--- src/rtl/div_unit_pkg.sv ---
// div_unit_pkg: shared constants, state encoding and operand helper for the divider
package div_unit_pkg;
    localparam int DATA_W = 32;
    localparam int DOUBLE_W = 2 * DATA_W;
    localparam logic [5:0] DIV_STEPS = 6'd32;
    localparam logic DIV_READY = 1'b1;
    localparam logic DIV_NOT_READY = 1'b0;
    localparam logic DIV_START = 1'b1;
    localparam logic DIV_STOP = 1'b0;
    typedef enum logic [1:0] {
        DIV_FREE   = 2'b00,
        DIV_BYZERO = 2'b01,
        DIV_ON     = 2'b10,
        DIV_END    = 2'b11
    } div_state_t;
    // Two's-complement magnitude for signed negatives; 0x80000000 stays 0x80000000 and is read as unsigned
    function automatic logic [DATA_W-1:0] magnitude(input logic signed_div, input logic [DATA_W-1:0] x);
        return (signed_div && x[DATA_W-1]) ? -x : x;
    endfunction
endpackage

--- src/rtl/div_unit_if.sv ---
// div_unit_if: EX-to-divider request/result handshake
interface div_unit_if;
    import div_unit_pkg::*;
    logic                signed_div_i;
    logic [DATA_W-1:0]   opdata1_i;
    logic [DATA_W-1:0]   opdata2_i;
    logic                start_i;
    logic                annul_i;
    logic [DOUBLE_W-1:0] result_o;
    logic                ready_o;
    modport master (
        output signed_div_i, opdata1_i, opdata2_i, start_i, annul_i,
        input  result_o, ready_o
    );
    modport slave (
        input  signed_div_i, opdata1_i, opdata2_i, start_i, annul_i,
        output result_o, ready_o
    );
endinterface

--- src/rtl/div_unit.sv ---
// div_unit: multi-cycle 32-bit radix-2 restoring divider returning {remainder, quotient}
module div_unit
    import div_unit_pkg::*;
(
    input logic       clk,
    input logic       rst,
    div_unit_if.slave bus
);
    div_state_t          state_q, state_d;
    logic [5:0]          cnt_q, cnt_d;
    logic [64:0]         dreg_q, dreg_d;
    logic [DATA_W-1:0]   divisor_q, divisor_d;
    logic                sdiv_q, sdiv_d;
    logic                sign1_q, sign1_d;
    logic                sign2_q, sign2_d;
    logic [DOUBLE_W-1:0] result_q, result_d;
    logic                ready_q, ready_d;
    logic [32:0]         diff;
    logic [DATA_W-1:0]   quo, rem;

    assign bus.result_o = result_q;
    assign bus.ready_o  = ready_q;

    // State and datapath registers; reset clears everything back to an idle, zeroed divider
    always_ff @(posedge clk) begin
        if (rst) begin
            state_q   <= DIV_FREE;
            cnt_q     <= '0;
            dreg_q    <= '0;
            divisor_q <= '0;
            sdiv_q    <= 1'b0;
            sign1_q   <= 1'b0;
            sign2_q   <= 1'b0;
            result_q  <= '0;
            ready_q   <= DIV_NOT_READY;
        end else begin
            state_q   <= state_d;
            cnt_q     <= cnt_d;
            dreg_q    <= dreg_d;
            divisor_q <= divisor_d;
            sdiv_q    <= sdiv_d;
            sign1_q   <= sign1_d;
            sign2_q   <= sign2_d;
            result_q  <= result_d;
            ready_q   <= ready_d;
        end
    end

    // Next-state, one restoring subtract step per cycle, and final sign correction
    always_comb begin
        state_d   = state_q;
        cnt_d     = cnt_q;
        dreg_d    = dreg_q;
        divisor_d = divisor_q;
        sdiv_d    = sdiv_q;
        sign1_d   = sign1_q;
        sign2_d   = sign2_q;
        result_d  = result_q;
        ready_d   = ready_q;
        diff      = {1'b0, dreg_q[63:32]} - {1'b0, divisor_q};
        quo       = (sdiv_q && (sign1_q ^ sign2_q)) ? -dreg_q[31:0] : dreg_q[31:0];
        rem       = (sdiv_q && sign1_q) ? -dreg_q[64:33] : dreg_q[64:33];
        case (state_q)
            DIV_FREE: begin
                ready_d  = DIV_NOT_READY;
                result_d = '0;
                if (bus.start_i == DIV_START && !bus.annul_i) begin
                    if (bus.opdata2_i == '0) begin
                        state_d = DIV_BYZERO;
                    end else begin
                        state_d   = DIV_ON;
                        cnt_d     = '0;
                        dreg_d    = {32'b0, magnitude(bus.signed_div_i, bus.opdata1_i), 1'b0};
                        divisor_d = magnitude(bus.signed_div_i, bus.opdata2_i);
                        sdiv_d    = bus.signed_div_i;
                        sign1_d   = bus.opdata1_i[DATA_W-1];
                        sign2_d   = bus.opdata2_i[DATA_W-1];
                    end
                end
            end
            DIV_BYZERO: begin
                state_d  = bus.annul_i ? DIV_FREE : DIV_END;
                result_d = '0;
                ready_d  = bus.annul_i ? DIV_NOT_READY : DIV_READY;
            end
            DIV_ON: begin
                if (bus.annul_i) begin
                    state_d  = DIV_FREE;
                    result_d = '0;
                    ready_d  = DIV_NOT_READY;
                end else if (cnt_q == DIV_STEPS) begin
                    state_d  = DIV_END;
                    result_d = {rem, quo};
                    ready_d  = DIV_READY;
                end else begin
                    dreg_d = diff[32] ? {dreg_q[63:0], 1'b0} : {diff[31:0], dreg_q[31:0], 1'b1};
                    cnt_d  = cnt_q + 6'd1;
                end
            end
            DIV_END: begin
                if (bus.start_i == DIV_STOP) begin
                    state_d  = DIV_FREE;
                    result_d = '0;
                    ready_d  = DIV_NOT_READY;
                end
            end
            default: state_d = DIV_FREE;
        endcase
    end
endmodule

--- src/flat_wrapper.sv ---
// flat-port wrapper written by rule: the top's interface ports become plain ports
module div_unit_flat import div_unit_pkg::*;
  (clk, rst, bus_signed_div_i, bus_opdata1_i, bus_opdata2_i, bus_start_i, bus_annul_i, bus_result_o, bus_ready_o);
  div_unit_if bus_i ();
  input logic clk;
  input logic rst;
  input wire logic [$bits(bus_i.signed_div_i)-1:0] bus_signed_div_i;
  input wire logic [$bits(bus_i.opdata1_i)-1:0] bus_opdata1_i;
  input wire logic [$bits(bus_i.opdata2_i)-1:0] bus_opdata2_i;
  input wire logic [$bits(bus_i.start_i)-1:0] bus_start_i;
  input wire logic [$bits(bus_i.annul_i)-1:0] bus_annul_i;
  output wire logic [$bits(bus_i.result_o)-1:0] bus_result_o;
  output wire logic [$bits(bus_i.ready_o)-1:0] bus_ready_o;
  assign bus_i.signed_div_i = bus_signed_div_i;
  assign bus_i.opdata1_i = bus_opdata1_i;
  assign bus_i.opdata2_i = bus_opdata2_i;
  assign bus_i.start_i = bus_start_i;
  assign bus_i.annul_i = bus_annul_i;
  assign bus_result_o = bus_i.result_o;
  assign bus_ready_o = bus_i.ready_o;
  div_unit u_core (.clk(clk), .rst(rst), .bus(bus_i));
endmodule
--- config.mk ---
export PLATFORM = sky130hd
export DESIGN_NAME = div_unit_flat
export DESIGN_NICKNAME = d
export VERILOG_FILES = /design/src/rtl/div_unit_pkg.sv /design/src/rtl/div_unit_if.sv /design/src/rtl/div_unit.sv /design/src/flat_wrapper.sv
export SDC_FILE = /design/constraint.sdc
export NUM_CORES = 1
export LEC_CHECK = 0
export BUFFER_PORTS_ARGS = -buffer_cell sky130_fd_sc_hd__buf_2
export CORE_UTILIZATION = 44
export CTS_CLUSTER_SIZE = 40
export DETAILED_ROUTE_END_ITERATION = 7
export GPL_TIMING_DRIVEN = 0
export PLACE_DENSITY = 0.67
export SLEW_MARGIN = 25
export SYNTH_ARGS = -nofsm -noshare
export SYNTH_HDL_FRONTEND = slang
export SYNTH_SLANG_ARGS = --single-unit
--- constraint.sdc ---
create_clock -name clk -period 9.28 [get_ports clk]
set_input_delay 0.928 -clock clk [delete_from_list [all_inputs] [get_ports clk]]
set_output_delay 0.928 -clock clk [all_outputs]
set_load 0.02 [all_outputs]
==> flow_summary.json <==
{
  "status": "completed",
  "skew_ns": 0.0139,
  "cts_resized": 0,
  "hold_viol": 0,
  "static-leakage-power_nw": 5.12,
  "post_drt_wl_per_cell_um": 16.3,
  "slew_headroom_pct": 44.7,
  "synth_edf_count": 0,
  "start_kind": "flip-flop",
  "syn_inst": 1412,
  "postCtsHoldBufs": 0,
  "diodes": 0,
  "cap_violations": 0,
  "yosys_warnings": 0,
  "syn_avg_cell_area_um2": 7.66,
  "hold_path_class": "flip-flop to flip-flop",
  "gp_congestion": 0.921,
  "cts_setup_buffers": 0,
  "crit_path_end_kind": "flip-flop",
  "antenna_found_initial": 0,
  "die_x_um": 159,
  "nets": 1676,
  "fin_crit_sh_pct": 40.6,
  "ir_worst_vdd_uv": 122,
  "cp_max_fo": 10,
  "cts_buffers": 17,
  "final_common_cell": "dfxtp_1",
  "path_class": "flip-flop to flip-flop",
  "rrSetupSlack_ns": 5.52,
  "ys_seq_elements": 173,
  "tightest_slew_ns": 0.822,
  "synthArstFlopShare_pct": 0,
  "rows": 57,
  "routed_wl_um": 31100,
  "ios": 134,
  "slew_violations": 0,
  "rsz0062_at_grt": "false",
  "portBuffers": 133,
  "first_pass_iters": 5,
  "vias": 10348,
  "tns_ns": 0,
  "post_drt_via_cell_ratio": 5.44,
  "setup_viol": 0,
  "cts-root-buf": "clkbuf_16",
  "start_util_pct": 44.6,
  "core_area_um2": 24200,
  "drt_iter0_markers": 821,
  "grt_usage_pct": 24.3,
  "grt_pass1_vias": 9411,
  "p_total_mw": 2.54,
  "ant_nets": 0,
  "ys_types": 67,
  "timing.fmax_mhz": 266,
  "syn_nets": 1524,
  "critPathArrivalTime_ns": 4.09,
  "required_ns": 9.61,
  "fin_crit_ns": 3.76,
  "clk_path_buf_depth": 2,
  "grt_max_degree": 18,
  "grt-ovfl-total": 0,
  "clk_pin_slew_ns": 0.07,
  "synthFlopType": "dfxtp_1",
  "power_density_nw_per_um2": 203,
  "h-tree-depth": 4,
  "synth-seq-area-share_pct": 32.0,
  "clock_latency_ns": 0.44,
  "layout_common_cells": "dfxtp_1 (173), nand2_1 (163), nor2_1 (158)",
  "drc": 0,
  "syn-cell-area_um2": 10800,
  "drive_above_1_share_pct": 12.6,
  "hpwl_um": 24300,
  "areaGrowthSynthToFinish_pct": 15.6,
  "dieArea_um2": 25200,
  "grt_pass1_wl_um": 49100,
  "die_y_um": 159,
  "clkSinkCount": 173,
  "cts_tree": "yes"
}
## power by group
part / internal [mW] / total [mW] / switching [mW]
Clock: 0.409 / 0.743 / 0.334
Sequential: 0.809 / 0.868 / 0.0589
Combinational: 0.324 / 0.927 / 0.603
## through the flow
stage	utilization [%]	cells	instance area [µm²]	hold slack, ns	setup slack, ns
2_1_floorplan	-	1412	10800	0.436	5.74
3_3_place_gp	49.0	1869	11900	0.447	5.13
3_5_place_dp	49.1	1869	11900	0.457	5.10
4_1_cts	51.6	1901	12500	0.467	5.52
5_1_grt	51.6	1901	12500	0.490	5.25
6_report	51.6	1901	12500	0.462	5.52
## area by class of cell
type / count / area [µm²]
Clock inverter: 14 / 179
Tap cell: 324 / 405
Sequential cell: 173 / 3460
Clock buffer: 18 / 429
Timing Repair Buffer: 133 / 666
Buffer: 88 / 384
Multi-Input combinational cell: 1092 / 6750
Fill cell: 2412 / 11700
Inverter: 59 / 221
## per-layer routing
metal / track usage [%] / up-vias / part of all wire (%)
li1: - / 5311 / -
met1: 32.4 / 4714 / 47
met2: 40.2 / 288 / 46
met3: 3.47 / 35 / 4.6
met4: 7.55 / 0 / 1.7
met5: 0 / - / 0
## path summary, 6_finish.rpt
check | startpoint | to | depth (start not counted)
max reg2reg | u_core.dreg_q[47] | u_core.dreg_q[62] | 13
min reg2reg | u_core.divisor_q[31] | u_core.divisor_q[31] | 2
max | u_core.dreg_q[47] | u_core.dreg_q[62] | 13
min | u_core.divisor_q[31] | u_core.divisor_q[31] | 2
## registers in the layout, summed over array words and instances (netlist names)
register / flops
u_core.cnt_q: 6
u_core.sdiv_q: 1
u_core.sign2_q: 1
u_core.dreg_q: 65
u_core.divisor_q: 32
u_core.bus.ready_o: 1
u_core.sign1_q: 1
u_core.state_q: 2
u_core.bus.result_o: 64
## logic make-up after synthesis
group / synth area share [%]
AO/OA/AOI/OAI: 25.1
XOR/XNOR: 12.1
adder cells (fa/ha/maj): 5.04
buffers and inverters: 5.60
flip-flops: 32.0
multiplexers: 0.289
AND/OR/NAND/NOR: 19.9
## critical path: stages, from the launching register on
cell,delay [ns]
dfxtp_1,0.48
ha_1,0.29
clkbuf_1,0.20
a21oi_1,0.29
o21ai_0,0.16
a21oi_1,0.14
o211ai_1,0.11
a221o_1,0.41
o221ai_1,0.28
clkbuf_1,0.48
clkbuf_1,0.46
a21oi_1,0.16
a21oi_1,0.14
a21oi_1,0.05
## Yosys cell counts (all sizes together), types with 8 or more instances
master	instances	share of area [%]
clkbuf	65	2.3
a22o	35	2.8
o41ai	8	0.72
a21o	11	0.76
nand3	14	0.65
dfxtp	173	32
and2	11	0.64
o31ai	19	1.3
nand2b	15	0.87
nand4	8	0.46
xnor2	82	6.6
nor2	159	5.7
a31oi	10	0.58
nor4	19	1.2
xor2	67	5.4
a211oi	38	2.6
o21ai	113	5.2
inv	59	2.0
nor3	27	1.3
a21oi	130	6.1
ha	42	4.9
or4	12	0.90
nand2	163	5.7
buf	23	1.3
or3	14	0.86
a22oi	33	2.4
(Power assumes the default switching activity.)
